==> src/rtl/uart_pkg.sv <==
// uart_pkg: shared constants, parameter defaults and FSM encoding for the UART transmitter.
// UART_TX_PARITY_EN adds the PARITY state code.
package uart_pkg;

    localparam int TICKS_PER_BIT   = 16;
    localparam int NB_DATA_DEF     = 8;
    localparam int NB_STOP_DEF     = 16;
    localparam int NC_PER_TICK_DEF = 163;
    localparam int NB_COUNTER_DEF  = 8;

    typedef logic [2:0] state_t;

    localparam state_t ST_IDLE   = 3'd0;
    localparam state_t ST_START  = 3'd1;
    localparam state_t ST_DATA   = 3'd2;
    localparam state_t ST_STOP   = 3'd3;
`ifdef UART_TX_PARITY_EN
    localparam state_t ST_PARITY = 3'd4;
`endif

    // Width that holds counts 0..max_count-1, never narrower than one bit.
    function automatic int cnt_width(input int max_count);
        return (max_count > 1) ? $clog2(max_count) : 1;
    endfunction

endpackage

==> src/rtl/baudrate_generator.sv <==
// baudrate_generator: free-running oversample tick, one clk wide, every NC_PER_TICK cycles.
module baudrate_generator
    import uart_pkg::*;
#(
    parameter int NC_PER_TICK = NC_PER_TICK_DEF,
    parameter int NB_COUNTER  = NB_COUNTER_DEF
) (
    input  logic clk,
    input  logic i_rst,
    output logic o_tick
);

    localparam logic [NB_COUNTER-1:0] CNT_LAST = NB_COUNTER'(NC_PER_TICK - 1);

    logic [NB_COUNTER-1:0] cnt;

    assign o_tick = (cnt == CNT_LAST);

    // Count 0..NC_PER_TICK-1 and wrap.
    always_ff @(posedge clk) begin
        if (i_rst)
            cnt <= '0;
        else
            cnt <= o_tick ? '0 : cnt + 1'b1;
    end

endmodule

==> src/rtl/uart_tx_top.sv <==
// uart_tx_top: UART transmitter, 16x oversampled, start/data(LSB first)/stop framing.
// Define UART_TX_PARITY_EN to insert an even-parity bit between data and stop.
module uart_tx_top
    import uart_pkg::*;
#(
    parameter int NB_DATA     = NB_DATA_DEF,
    parameter int NB_STOP     = NB_STOP_DEF,
    parameter int NC_PER_TICK = NC_PER_TICK_DEF,
    parameter int NB_COUNTER  = NB_COUNTER_DEF
) (
    input  logic               clk,
    input  logic               i_rst,
    input  logic               i_start_tx,
    input  logic [NB_DATA-1:0] i_data,
    output logic               o_data,
    output logic               o_txdone,
    output logic               o_tick
);

    localparam int TICK_MAX = (NB_STOP > TICKS_PER_BIT) ? NB_STOP : TICKS_PER_BIT;
    localparam int NB_TICK  = cnt_width(TICK_MAX);
    localparam int NB_BIT   = cnt_width(NB_DATA);

    localparam logic [NB_TICK-1:0] BIT_LAST  = NB_TICK'(TICKS_PER_BIT - 1);
    localparam logic [NB_TICK-1:0] STOP_LAST = NB_TICK'(NB_STOP - 1);
    localparam logic [NB_BIT-1:0]  DATA_LAST = NB_BIT'(NB_DATA - 1);

    state_t               state;
    logic [NB_TICK-1:0]   tick_cnt;
    logic [NB_BIT-1:0]    bit_cnt;
    logic [NB_DATA-1:0]   shreg;
    logic                 win_end;
`ifdef UART_TX_PARITY_EN
    logic                 par_bit;
`endif

    baudrate_generator #(
        .NC_PER_TICK(NC_PER_TICK),
        .NB_COUNTER (NB_COUNTER)
    ) u_baud (
        .clk   (clk),
        .i_rst (i_rst),
        .o_tick(o_tick)
    );

    // A bit window closes on the tick that completes its tick count; stop has its own length.
    assign win_end = o_tick && (tick_cnt == ((state == ST_STOP) ? STOP_LAST : BIT_LAST));

    // Tick counter only runs outside IDLE, so a tick in the start-request cycle is never counted.
    always_ff @(posedge clk) begin
        if (i_rst || state == ST_IDLE)
            tick_cnt <= '0;
        else if (o_tick)
            tick_cnt <= win_end ? '0 : tick_cnt + 1'b1;
    end

    // Frame sequencer; o_data is driven from registers so the line never glitches.
    always_ff @(posedge clk) begin
        if (i_rst) begin
            state    <= ST_IDLE;
            bit_cnt  <= '0;
            shreg    <= '0;
            o_data   <= 1'b1;
            o_txdone <= 1'b0;
`ifdef UART_TX_PARITY_EN
            par_bit  <= 1'b0;
`endif
        end else begin
            o_txdone <= 1'b0;
            case (state)
                ST_IDLE: begin
                    bit_cnt <= '0;
                    o_data  <= !i_start_tx;
                    if (i_start_tx) begin
                        state <= ST_START;
                        shreg <= i_data;
`ifdef UART_TX_PARITY_EN
                        par_bit <= ^i_data;
`endif
                    end
                end
                ST_START: if (win_end) begin
                    state  <= ST_DATA;
                    o_data <= shreg[0];
                end
                ST_DATA: if (win_end) begin
                    if (bit_cnt == DATA_LAST) begin
`ifdef UART_TX_PARITY_EN
                        state  <= ST_PARITY;
                        o_data <= par_bit;
`else
                        state  <= ST_STOP;
                        o_data <= 1'b1;
`endif
                    end else begin
                        bit_cnt <= bit_cnt + 1'b1;
                        shreg   <= shreg >> 1;
                        o_data  <= shreg[1];
                    end
                end
`ifdef UART_TX_PARITY_EN
                ST_PARITY: if (win_end) begin
                    state  <= ST_STOP;
                    o_data <= 1'b1;
                end
`endif
                ST_STOP: if (win_end) begin
                    state    <= ST_IDLE;
                    o_txdone <= 1'b1;
                end
                default: begin
                    state  <= ST_IDLE;
                    o_data <= 1'b1;
                end
            endcase
        end
    end

endmodule

==> config.mk <==
export PLATFORM = sky130hd
export DESIGN_NAME = uart_tx_top
export DESIGN_NICKNAME = d
export VERILOG_FILES = /design/src/rtl/uart_pkg.sv /design/src/rtl/baudrate_generator.sv /design/src/rtl/uart_tx_top.sv
export SDC_FILE = /design/constraint.sdc
export NUM_CORES = 1
export LEC_CHECK = 0
export ABC_CLOCK_PERIOD_IN_PS = 3300
export BUFFER_PORTS_ARGS = -buffer_cell sky130_fd_sc_hd__buf_2
export CORE_UTILIZATION = 50
export CTS_CLUSTER_SIZE = 24
export DETAILED_ROUTE_END_ITERATION = 8
export GPL_TIMING_DRIVEN = 0
export PLACE_DENSITY = 0.79
export SLEW_MARGIN = 20
export SYNTH_ARGS = -nofsm -noshare
export SYNTH_HDL_FRONTEND = slang
export SYNTH_HIERARCHICAL = 1
export SYNTH_SLANG_ARGS = --single-unit
==> constraint.sdc <==
create_clock -name clk -period 3.3 [get_ports clk]
set_clock_uncertainty 0.1 [all_clocks]
set_input_delay 0 -clock clk [delete_from_list [all_inputs] [get_ports clk]]
set_output_delay 0 -clock clk [all_outputs]
set_load 0.01 [all_outputs]
-- Yosys cells after proc, flatten, opt, wreduce, memory -nomap -nowiden
Index checks and enable logic that the tools add are counted.
- register bits after elaboration: 28
- latch bits: 0
- bits in writable memories: 0
- ROM bits: 0
- input port bits: 11
- output and inout bits: 3
- logic and storage cells: 53
- memories: 0
- $add $sub $neg: 3
- multipliers: 0
- div/mod/pow operators: 0
- magnitude comparators: 0
- eq/ne operators: 12
- shift operators: 0
- muxes and demuxes: 19
- bitwise operators: 1
- reduce and logical (&&, ||, !) cells: 11
- operators by type and width (cell ; count):
    2-to-1 mux 8 bit ; 3
    2-to-1 mux 3 bit ; 7
    case mux 8 bit (2 select lines) ; 1
    != test 2 bit (second input constant) ; 6
    case mux 3 bit (4 select lines) ; 1
    adder 8 x 1 -> 8 bit (second input constant) ; 1
    == test 8 bit (second input constant) ; 1
    == test 3 x 2 -> 1 bit (second input constant) ; 2
    case mux 3 bit (2 select lines) ; 1
    AND reduction 3 bit ; 2
    AND reduction 5 bit ; 1
    adder 4 x 1 -> 4 bit (second input constant) ; 1
    == test 4 bit (second input constant) ; 1
    2-to-1 mux 1 bit ; 4
    2-to-1 mux 4 bit ; 1
    case mux 1 bit (4 select lines) ; 1
    AND reduction 4 bit ; 1
    OR reduction 2 bit ; 2
    adder 3 x 1 -> 3 bit (second input constant) ; 1
    == test 3 x 1 -> 1 bit (second input constant) ; 1
    == test 3 bit (second input constant) ; 1
    zero test 3 bit ; 1
    nonzero test 2 bit ; 1
    logical AND 1 bit ; 1
    other kinds (3) ; 3

-- Longest topological paths before layout
Gate-level depths: netlist (run 1).
- depth after elaboration: 4
- depth in mapped cells: 8
- depth with buffers taken out: 7

-- Cells and area by module
Netlist (run 1), hierarchy kept.
- modules (own cells, without submodules) (module ; instances ; cells each ; area each (um^2) ; seq. area each (um^2)):
    uart_tx_top ; 1 ; 107 ; 1093.5 ; 380.4
    baudrate_generator ; 1 ; 41 ; 396.6 ; 160.2

-- Worst setup path before layout (run 1)
No wires, ideal clock.
- kind: register -> register
- start point: reg u_baud.cnt[0]
- end point: reg state[1]
- arrival: 2.560 ns
- data required time: 3.128 ns
- path slack: 0.569 ns
- cell stages (with the launch flop): 8
- buffers on the path: 0
- clock period less this slack: 2.731 ns
- cells stage by stage: dfxtp_1 -> inv_1 -> ha_1 -> nand4bb_4 -> nor4_1 -> nand4_1 -> a221oi_2 -> mux2i_1
- longest elaborated chain between the ends: 4
- RTL lines (what ; line ; source):
    from (decl) ; baudrate_generator.sv:15 ; logic [NB_COUNTER-1:0] cnt;
    from (signal assigned) ; baudrate_generator.sv:24 ; cnt <= o_tick ? '0 : cnt + 1'b1;
    == test 8 bit (*) ; baudrate_generator.sv:17 ; assign o_tick = (cnt == CNT_LAST);
    net o_tick ; uart_tx_top.sv:17 ; output logic o_tick
    logical AND 1 bit (*) ; uart_tx_top.sv:47 ; assign win_end = o_tick && (tick_cnt == ((state == ST_STOP) ? STOP_LAST : BIT_LAST));
    != test 2 bit (no line) ; - ;
    AND reduction 5 bit (no line) (*) ; - ;
    to (signal assigned) ; uart_tx_top.sv:60 ; state <= ST_IDLE;
    to (signal assigned) ; uart_tx_top.sv:75 ; state <= ST_START;
    to (signal assigned) ; uart_tx_top.sv:83 ; state <= ST_DATA;
    to (decl) ; uart_tx_top.sv:28 ; state_t state;
The timed path passes the listed nets; every way through them passes the cells marked *.
A chain may end at the register's enable or synchronous reset.

-- Worst setup path after layout (run 1)
- start point: reg u_baud.cnt[0]
- end point: reg state[1]
- longest elaborated chain between the ends: 4
- RTL lines (what ; line):
    == test 8 bit (*) ; baudrate_generator.sv:17
    logical AND 1 bit (*) ; uart_tx_top.sv:47
    != test 2 bit (no line) ; -
    AND reduction 5 bit (no line) (*) ; -
Mark *: on every way between the ends. The rest lies on a longest branch, timed or not.

==> flow_metrics.env, run 1 <==
export IMPL_synth_ff_type="dfxtp_1"
export IMPL_first_global_vias=1162
export IMPL_grt_max_degree=15
export IMPL_diodes=0
export IMPL_place_ws_ns=0.280
export IMPL_synthTopCellsByArea="dfxtp_1, ha_1, mux2i_1"
export IMPL_die_area_um2=3200
export IMPL_wl_per_cell_um=14.7
export IMPL_cts_reportedPaths_clkPinSlew_ns=0.15
export IMPL_setup_slack_ns=0.689
export IMPL_relSlewSlack_pct=53.2
export IMPL_portBuffers=13
export IMPL_cp_max_fo=8
export IMPL_dr_pass1_iters=4
export IMPL_drc_errors=0
export IMPL_crit_chain="inv_1 > ha_1 > nand4bb_4 > nor4_2 > nand4_1 > a221oi_2 > mux2i_1"
export IMPL_synth_fp_nets=169
export IMPL_top_level_ports=14
export IMPL_fp_coreArea_um2=2780
export IMPL_p_leak_nw=0.671
export IMPL_p_sw_uw=402
export IMPL_cp_end_kind="register"
export IMPL_antenna_found_initial=0
export IMPL_fillCellCount=231
export IMPL_dr_total_vias=1207
export IMPL_grt_ovfl_total=0
export IMPL_avgSynthCellArea_um2=10.1
export IMPL_routed_wl_mm=3.02
export IMPL_drive_gt1_share_pct=21.1
export IMPL_yosysSeqAreaShare_pct=36.3
export IMPL_fin_nets=197
export IMPL_hold_class="in2reg"
export IMPL_h_tree_depth=1
export IMPL_rows=19
export IMPL_timing_fmax_ghz=0.383
export IMPL_die_h_um=56.6
export IMPL_drtIter0Drc=52
export IMPL_ys_ff_latch=27
export IMPL_hold_viol=0
export IMPL_yosys_warnings=6
export IMPL_viasPerCell=5.86
export IMPL_hold_slack_ns=0.366
export IMPL_gp_congestion=0.812
export IMPL_report_final_slew_viol_count=0
export IMPL_die_w_um=56.6
export IMPL_final_cell_area_um2=1730
export IMPL_syn_to_final_growth_pct=15.9
export IMPL_tns_ns=0
export IMPL_ys_async_sr_fraction_pct=0
export IMPL_dp_hpwl_mm=2.19
export IMPL_critical_path_n_buffers_inverters=1
export IMPL_ant_nets=0
export IMPL_powerDensity_nw_per_um2=615
export IMPL_finalSetupViolations=0
export IMPL_clkSinkCount=27
export IMPL_p_int_uw=660
export IMPL_synth_top_cell_by_area="dfxtp_1"
export IMPL_cp_top_family="simple AND/OR/NAND/NOR gates"
export IMPL_critical_path_class="reg2reg"
export IMPL_cts_tree="yes"
export IMPL_cp_slowest_cell="nor4_2"
export IMPL_period_share_pct=79.1
export IMPL_cts_hold_fix_buffers=10
export IMPL_critPathRequiredTime_ns=3.47
export IMPL_grt_pass1_wl_mm=5.15
export IMPL_drv_cap=0
export IMPL_switching_share_pct=37.9
export IMPL_rsz0062_at_grt="no"
export IMPL_seq_power_share_pct=40.0
export IMPL_cts_root_buf="clkbuf_4"
export IMPL_syn_area_um2=1490
export IMPL_worstMarginPinSlew_ns=0.697
export IMPL_synth_top_area_share_pct=36.3
export IMPL_placed_cell_area_um2=1590
export IMPL_cts_resized_gates=0
export IMPL_netlist_instances=148
export IMPL_cts_made_buffers=3
export IMPL_worstPathArrival_ns=2.78
export IMPL_vdd_ir_drop_max_v=0.000621
export IMPL_p_clk_share_pct=13.2
export IMPL_slowest_delay_ns=0.54
export IMPL_status="finished, final reports clean"
export IMPL_fin_crit_ns=2.61
export IMPL_startpoint_type="register"
export IMPL_start_util_pct=53.6
export IMPL_cts_setup_buffers=0
export IMPL_synth_edf_count=0
export IMPL_p_comb_share_pct=46.8
export IMPL_synth_cell_types=35
export IMPL_cts_buffer_depth=2
export IMPL_clk_latency_ns=0.32
export IMPL_grt_usage_pct=20.2
[layer usage]
layer  track usage, %  vias up  wire (um)
li1                 -      604          -
met1             26.0      566       1380
met2             33.3       31       1480
met3             2.76        6         99
met4             9.06        0         61
met5                0        -          0
[sequential cells by signal, summed over array words and instances (netlist names)]
signal,cells
bit_cnt,3
state,2
shreg,8
u_baud/cnt,8
tick_cnt,4
o_data,1
o_txdone,1
[placed cells by master, fill, tap and decap left out, types with 2 or more instances in the layout]
master          n
dfxtp_1        27
buf_2          18
mux2i_1        11
ha_1           10
dlygate4sd3_1  10
inv_1           8
a311oi_1        7
a211oi_2        7
nor2_1          7
a21oi_1         6
nand3_1         6
nand2b_1        5
or3_1           5
o21ai_0         5
buf_6           4
xor2_1          4
nand2_1         4
nand4_1         3
o211ai_1        3
clkbuf_4        3
clkbuf_1        2
a211oi_1        2
and3_1          2
nor3_1          2
[stage by stage]
step / util, % / instances / total power, mW
global placement: 57.3 / 192 / 0.882
global route: 62.1 / 206 / 1.13
finish: 62.1 / 206 / 1.06
detailed placement: 57.3 / 192 / 0.911
floorplan: - / 148 / 0.811
CTS: 61.9 / 206 / 1.06
[cells by family (layout without fill, tap and decap cells)]
group                    count (synthesis)  count (layout)  synth area share (%)
AO/OA/AOI/OAI                           35              35                  21.0
buffers and inverters                   18              45                  6.97
multiplexers                            11              11                  7.39
AND/OR/NAND/NOR                         42              42                  17.0
XOR/XNOR                                 5               5                  2.94
adder cells (fa/ha/maj)                 10              10                  8.40
flip-flops                              27              27                  36.3
[power by group through the flow]
| stage | combinational [mW] | sequential, mW | clock [mW] |
|---|---|---|---|
| after CTS | 0.491 | 0.424 | 0.143 |
| after global placement | 0.456 | 0.426 | 0 |
| final | 0.497 | 0.425 | 0.140 |
| after floorplan | 0.390 | 0.422 | 0 |
| after detailed placement | 0.480 | 0.432 | 0 |
| after global routing | 0.542 | 0.433 | 0.155 |
[synthesized netlist by cell type, drive strengths merged (3+ instances only)]
| cell type | n |
|---|---|
| xor2 | 4 |
| or3 | 5 |
| o211ai | 3 |
| nand3 | 6 |
| nand2b | 5 |
| mux2i | 11 |
| nand2 | 4 |
| buf | 9 |
| a21oi | 6 |
| inv | 8 |
| a311oi | 7 |
| dfxtp | 27 |
| nand4 | 3 |
| a211oi | 9 |
| o21ai | 5 |
| ha | 10 |
| nor2 | 7 |
[worst paths after layout]
path / from / endpoint / slack [ns] / depth (start not counted)
setup / recovery: u_baud/cnt[0] / state[1] / 0.69 / 7
hold reg to reg: shreg[7] / shreg[7] / 0.38 / 2
hold / removal: i_data[7] / shreg[7] / 0.37 / 4
setup reg to reg: u_baud/cnt[0] / state[1] / 0.69 / 7
[layout make-up]
| class | count | area [um^2] | share of cell area (%) |
|---|---|---|---|
| plain buffers | 10 | 73.8 | 4.28 |
| clock buffers | 4 | 26.3 | 1.52 |
| inverters | 8 | 30.0 | 1.74 |
| flip-flops and latches | 27 | 541 | 31.3 |
| repair buffers | 23 | 165 | 9.57 |
| multi-input cells | 103 | 852 | 49.3 |
| well taps | 31 | 38.8 | 2.25 |
[worst register-to-register path, cell delays in order (launching register included)]
cell and delay [ns]:
dfxtp_1 0.38, inv_1 0.08, ha_1 0.19, nand4bb_4 0.14, nor4_2 0.54, nand4_1 0.48
a221oi_2 0.46, mux2i_1 0.21
Note: power is estimated with default switching activity, not from simulation.
==> run 2, diff against run 1 <==
--- a/config.mk
+++ b/config.mk
@@ -5,13 +5,13 @@
 export SDC_FILE = /design/constraint.sdc
 export NUM_CORES = 1
 export LEC_CHECK = 0
-export ABC_CLOCK_PERIOD_IN_PS = 3300
+export ABC_CLOCK_PERIOD_IN_PS = 2350
 export BUFFER_PORTS_ARGS = -buffer_cell sky130_fd_sc_hd__buf_2
 export CORE_UTILIZATION = 50
 export CTS_CLUSTER_SIZE = 24
 export DETAILED_ROUTE_END_ITERATION = 8
 export GPL_TIMING_DRIVEN = 0
-export PLACE_DENSITY = 0.79
+export PLACE_DENSITY = 0.82
 export SLEW_MARGIN = 20
 export SYNTH_ARGS = -nofsm -noshare
 export SYNTH_HDL_FRONTEND = slang
==> constraint.sdc (replaced) <==
create_clock -name clk -period 2.35 [get_ports clk]
set_clock_uncertainty 0.1 [all_clocks]
set_input_delay 0 -clock clk [delete_from_list [all_inputs] [get_ports clk]]
set_output_delay 0 -clock clk [all_outputs]
set_load 0.01 [all_outputs]
==> run 2 against run 1 <==
Effect of this change:
- first-iteration DRC count fell by 27%
- worst hold slack improved by 0.0028 ns
- design area increased by 2.9%
- cell count up 1.5%
- count of clock-buffer cells in the layout fell by 1
- critical path type unchanged
- global-route usage grew 2.3 points
- worst setup slack worse by 0.56 ns
- clock power is 51% higher
- sequential cell count unchanged
- via count increased by 2.2%
==> flow_metrics.env, run 2 (synthesis gave the netlist of run 1 again) <==
export IMPL_diodes=0
export IMPL_dr_total_vias=1233
export IMPL_seq_area_um2=542
export IMPL_gp_congestion=0.812
export IMPL_syn_to_final_growth_pct=19.2
export IMPL_start_util_pct=53.6
export IMPL_powerDensity_nw_per_um2=854
export IMPL_seq_power_share_pct=39.5
export IMPL_clkSinkCount=27
export IMPL_tns_ns=0
export IMPL_first_global_vias=1324
export IMPL_grt_ovfl_total=0
export IMPL_die_w_um=56.6
export IMPL_antenna_found_initial=0
export IMPL_cts_tree="yes"
export IMPL_drv_cap=0
export IMPL_drtIter0Drc=38
export IMPL_h_tree_depth=1
export IMPL_vdd_ir_drop_max_v=0.000662
export IMPL_worstPathArrival_ns=2.39
export IMPL_viasPerCell=5.90
export IMPL_cts_root_buf="clkbuf_4"
export IMPL_routed_wl_mm=3.23
export IMPL_fin_nets=200
export IMPL_final_cell_area_um2=1780
export IMPL_rows=19
export IMPL_hold_viol=0
export IMPL_grt_pass1_wl_mm=5.69
export IMPL_p_clk_share_pct=13.9
export IMPL_fillCellCount=214
export IMPL_status="finished, final reports clean"
export IMPL_portBuffers=13
export IMPL_switching_share_pct=38.0
export IMPL_p_comb_share_pct=46.6
export IMPL_top_level_ports=14
export IMPL_period_share_pct=94.3
export IMPL_startpoint_type="register"
export IMPL_fp_coreArea_um2=2780
export IMPL_placed_cell_area_um2=1600
export IMPL_critical_path_class="reg2reg"
export IMPL_grt_max_degree=17
export IMPL_p_int_uw=940
export IMPL_stdcell_count=209
export IMPL_hold_depth=4
export IMPL_critPathRequiredTime_ns=2.52
export IMPL_worstMarginPinSlew_ns=0.502
export IMPL_cp_end_kind="register"
export IMPL_p_leak_nw=0.692
export IMPL_hold_class="in2reg"
export IMPL_final_common_cell="dfxtp_1"
export IMPL_drive_gt1_share_pct=24.2
export IMPL_die_area_um2=3200
export IMPL_multiInputGateArea_um2=875
export IMPL_timing_fmax_ghz=0.451
export IMPL_finalSetupViolations=0
export IMPL_fin_crit_ns=2.22
export IMPL_report_final_slew_viol_count=0
export IMPL_grt_usage_pct=22.5
export IMPL_cts_buffer_depth=2
export IMPL_p_sw_uw=577
export IMPL_layout_common_cells="dfxtp_1, buf_2, mux2i_1"
export IMPL_hold_slack_ns=0.369
export IMPL_cts_made_buffers=3
export IMPL_reg_top3="shreg: 8 flops, u_baud/cnt: 8 flops, tick_cnt: 4 flops"
export IMPL_drc_errors=0
export IMPL_cp_max_fo=10
export IMPL_r2r_cells=9
export IMPL_clk_latency_ns=0.34
export IMPL_relSlewSlack_pct=66.4
export IMPL_dp_cells=192
export IMPL_rsz0062_at_grt="no"
export IMPL_wl_per_cell_um=15.5
export IMPL_dr_pass1_iters=5
export IMPL_fin_util_pct=63.9
export IMPL_ant_nets=0
export IMPL_dp_hpwl_mm=2.23
export IMPL_die_h_um=56.6
export IMPL_cts_reportedPaths_clkPinSlew_ns=0.15
-- run 2: layer usage --
metal  track usage, %  up-vias  wire [um]
met5                0        -          0
met4             9.06        0         80
met3             3.23        9         84
met2             41.2       29       1600
met1             25.9      589       1460
li1                 -      606          -
-- run 2: worst paths after layout --
| check | startpoint | end | slack [ns] |
|---|---|---|---|
| max | u_baud/cnt[0] | shreg[6] | 0.13 |
| max reg2reg | u_baud/cnt[0] | shreg[6] | 0.13 |
| min | i_data[7] | shreg[7] | 0.37 |
| min reg2reg | shreg[7] | shreg[7] | 0.38 |
-- run 2: metrics by stage --
step | power, mW | worst slack, ns
2_1_floorplan | 1.14 | 0.0299
3_3_place_gp | 1.23 | -0.147
3_5_place_dp | 1.27 | -0.316
4_1_cts | 1.50 | 0.0798
5_1_grt | 1.61 | 0.0204
6_report | 1.52 | 0.134
-- run 2: timing repair --
item / in CTS / in global routing
setup endpoints to repair: 14 / 10
endpoints found under the hold margin: 17 / 0
gates resized for setup: 1 / 3
setup buffers: 1 / 2
hold buffers: 10 / 0
pin swaps: 1 / 1
-- run 2: area by class of cell --
class | count | share of cell area [%]
Buffer | 10 | 4.15
Clock buffer | 3 | 1.27
Clock inverter | 1 | 0.423
Inverter | 8 | 1.69
Multi-Input combinational cell | 103 | 49.2
Sequential cell | 27 | 30.5
Tap cell | 31 | 2.18
Timing Repair Buffer | 26 | 10.6
-- run 2: critical path, cell delays in order, from the launching register on --
cell	delay, ns
dfxtp_1	0.38
inv_1	0.07
ha_1	0.22
nand4bb_4	0.16
nor4_4	0.22
buf_4	0.18
and4_4	0.22
buf_2	0.22
a311oi_1	0.15
a211oi_2	0.21
-- run 2: power groups by stage --
stage	combinational, mW	clock [mW]	sequential, mW
floorplan	0.547	0	0.592
global placement	0.633	0	0.600
detailed placement	0.667	0	0.607
CTS	0.681	0.219	0.597
global route	0.767	0.237	0.611
finish	0.706	0.211	0.599
==> run 3, diff against run 2 <==
--- a/config.mk
+++ b/config.mk
@@ -7,11 +7,13 @@
 export LEC_CHECK = 0
 export ABC_CLOCK_PERIOD_IN_PS = 2350
 export BUFFER_PORTS_ARGS = -buffer_cell sky130_fd_sc_hd__buf_2
+export CORE_MARGIN = 3
 export CORE_UTILIZATION = 50
 export CTS_CLUSTER_SIZE = 24
 export DETAILED_ROUTE_END_ITERATION = 8
 export GPL_TIMING_DRIVEN = 0
 export PLACE_DENSITY = 0.82
+export RECOVER_POWER = 100
 export SLEW_MARGIN = 20
 export SYNTH_ARGS = -nofsm -noshare
 export SYNTH_HDL_FRONTEND = slang
==> run 3 against run 2 <==
Effect of this change:
- count of clock-buffer cells in the layout is 1 higher
- first-iteration DRC count is 50% higher
- critical endpoint is now state[1]
- critical path type unchanged
- highest routed layer unchanged
- combinational power is 1% lower
==> flow_metrics.env, run 3 (synthesis gave the netlist of run 1 again) <==
export IMPL_grt_use_met1_pct=19.1
export IMPL_grt_util_met3_pct=4.26
export IMPL_crit_chain="inv_1 > ha_1 > nand4bb_2 > nor4_4 > buf_4 > nand4_1 > buf_4 > a221oi_4 > mux2i_1"
export IMPL_fin_util_pct=62.3
export IMPL_slowest_delay_ns=0.38
export IMPL_cts_made_buffers=3
export IMPL_routed_wl_mm=3.16
export IMPL_reg_top3="shreg: 8 flops, u_baud/cnt: 8 flops, tick_cnt: 4 flops"
export IMPL_hold_class="reg2reg"
export IMPL_critical_path_n_buffers_inverters=3
export IMPL_portBuffers=13
export IMPL_grt_ovfl_total=0
export IMPL_cts_root_buf="clkbuf_4"
export IMPL_critPathRequiredTime_ns=2.51
export IMPL_cp_top_family="simple AND/OR/NAND/NOR gates"
export IMPL_grt_pass1_wl_mm=5.18
export IMPL_layout_common_cells="dfxtp_1, buf_2, mux2i_1"
export IMPL_cp_end_kind="register"
export IMPL_die_w_um=60.6
export IMPL_crit_start="u_baud/cnt[0]"
export IMPL_rows=19
export IMPL_first_global_vias=1255
export IMPL_syn_to_final_growth_pct=17.2
export IMPL_grt_usage_pct=18.7
export IMPL_drc_errors=0
export IMPL_top_level_ports=14
export IMPL_fin_nets=201
export IMPL_h_tree_depth=1
export IMPL_cp_slowest_cell="dfxtp_1"
export IMPL_critical_path_class="reg2reg"
export IMPL_wl_per_cell_um=15.1
export IMPL_cts_tree="yes"
export IMPL_setup_slack_ns=0.133
export IMPL_r2r_end="state[1]"
export IMPL_place_ws_ns=-0.182
export IMPL_worstPathArrival_ns=2.38
export IMPL_vdd_ir_drop_max_v=0.000514
export IMPL_clkSinkCount=27
export IMPL_critical_path_most_common_cell="buf_4"
export IMPL_grt_busiest_layer="met2"
export IMPL_grt_max_degree=15
export IMPL_gp_congestion=0.782
export IMPL_endpoint="state[1]"
export IMPL_die_area_um2=3670
export IMPL_cts_buffer_depth=2
export IMPL_stdcell_count=210
export IMPL_diodes=0
export IMPL_hold_viol=0
export IMPL_dp_cells=192
export IMPL_dr_pass1_iters=4
export IMPL_powerDensity_nw_per_um2=850
export IMPL_timing_fmax_ghz=0.451
export IMPL_final_common_cell="dfxtp_1"
export IMPL_hold_slack_ns=0.370
export IMPL_dp_hpwl_mm=2.29
export IMPL_report_final_slew_viol_count=0
export IMPL_die_h_um=60.6
export IMPL_relSlewSlack_pct=50.1
export IMPL_period_share_pct=94.4
export IMPL_fp_coreArea_um2=2810
export IMPL_ant_nets=0
export IMPL_status="finished, final reports clean"
export IMPL_hold_start="shreg[7]"
export IMPL_drive_gt1_share_pct=21.2
export IMPL_cts_reportedPaths_clkPinSlew_ns=0.14
export IMPL_p_leak_nw=0.680
export IMPL_path_depth=9
export IMPL_fin_crit_ns=2.22
export IMPL_clk_latency_ns=0.32
export IMPL_rrSetupSlack_ns=0.13
export IMPL_drv_cap=0
export IMPL_start_util_pct=53.1
export IMPL_dr_total_vias=1214
export IMPL_regToRegStartpoint="u_baud/cnt[0]"
export IMPL_cp_max_fo=6
export IMPL_drtIter0Drc=57
export IMPL_viasPerCell=5.78
export IMPL_r2r_cells=9
export IMPL_finalSetupViolations=0
export IMPL_met2_usage_pct=36.2
export IMPL_worstMarginPinSlew_ns=0.741
export IMPL_antenna_found_initial=0
export IMPL_startpoint_type="register"
## run 3: worst min-delay path by stage
stage	slack, ns	end	cells after the start
global placement	0.15	shreg[7]	3
global route	0.36	shreg[7]	4
floorplan	0.04	shreg[7]	2
finish	0.37	shreg[7]	2
CTS	0.36	shreg[7]	4
detailed placement	0.18	shreg[7]	3
## run 3: tightest hold or removal path, stage by stage, from the launching register on
cell,delay (ns)
dfxtp_1,0.34
nand2_1,0.05
mux2i_1,0.05
## run 3: area by class of cell
type	count	area, um^2
Buffer	10	70.1
Clock buffer	4	26.3
Fill cell	239	1060
Inverter	8	30.0
Multi-Input combinational cell	103	850
Sequential cell	27	541
Tap cell	31	38.8
Timing Repair Buffer	27	191
## run 3: layer usage
metal	up-vias	share of wire [%]	wire length, um
met1	579	40	1270
met5	-	0	0
met2	20	56	1780
li1	611	-	-
met3	4	2.4	76
met4	0	0.92	29
## run 3: what timing repair did
item / CTS / global route
pin swaps: 1 / 2
endpoints found under the hold margin: 17 / 0
gates resized for setup: 1 / 2
setup endpoints to repair: 12 / 10
buffers inserted: 0 / 4
hold buffers: 10 / 0
## run 3: per-stage QoR
stage               power (mW)  TNS [ns]  cell area [um^2]
floorplan                 1.14         0              1500
global placement          1.23   -0.0928              1600
detailed placement        1.28    -0.563              1600
CTS                       1.49         0              1740
global route              1.60  -0.00518              1750
finish                    1.49         0              1750
## run 3: power breakdown
group	internal, mW	switching [mW]
registers	0.536	0.0546
logic	0.325	0.373
clock network	0.0666	0.130
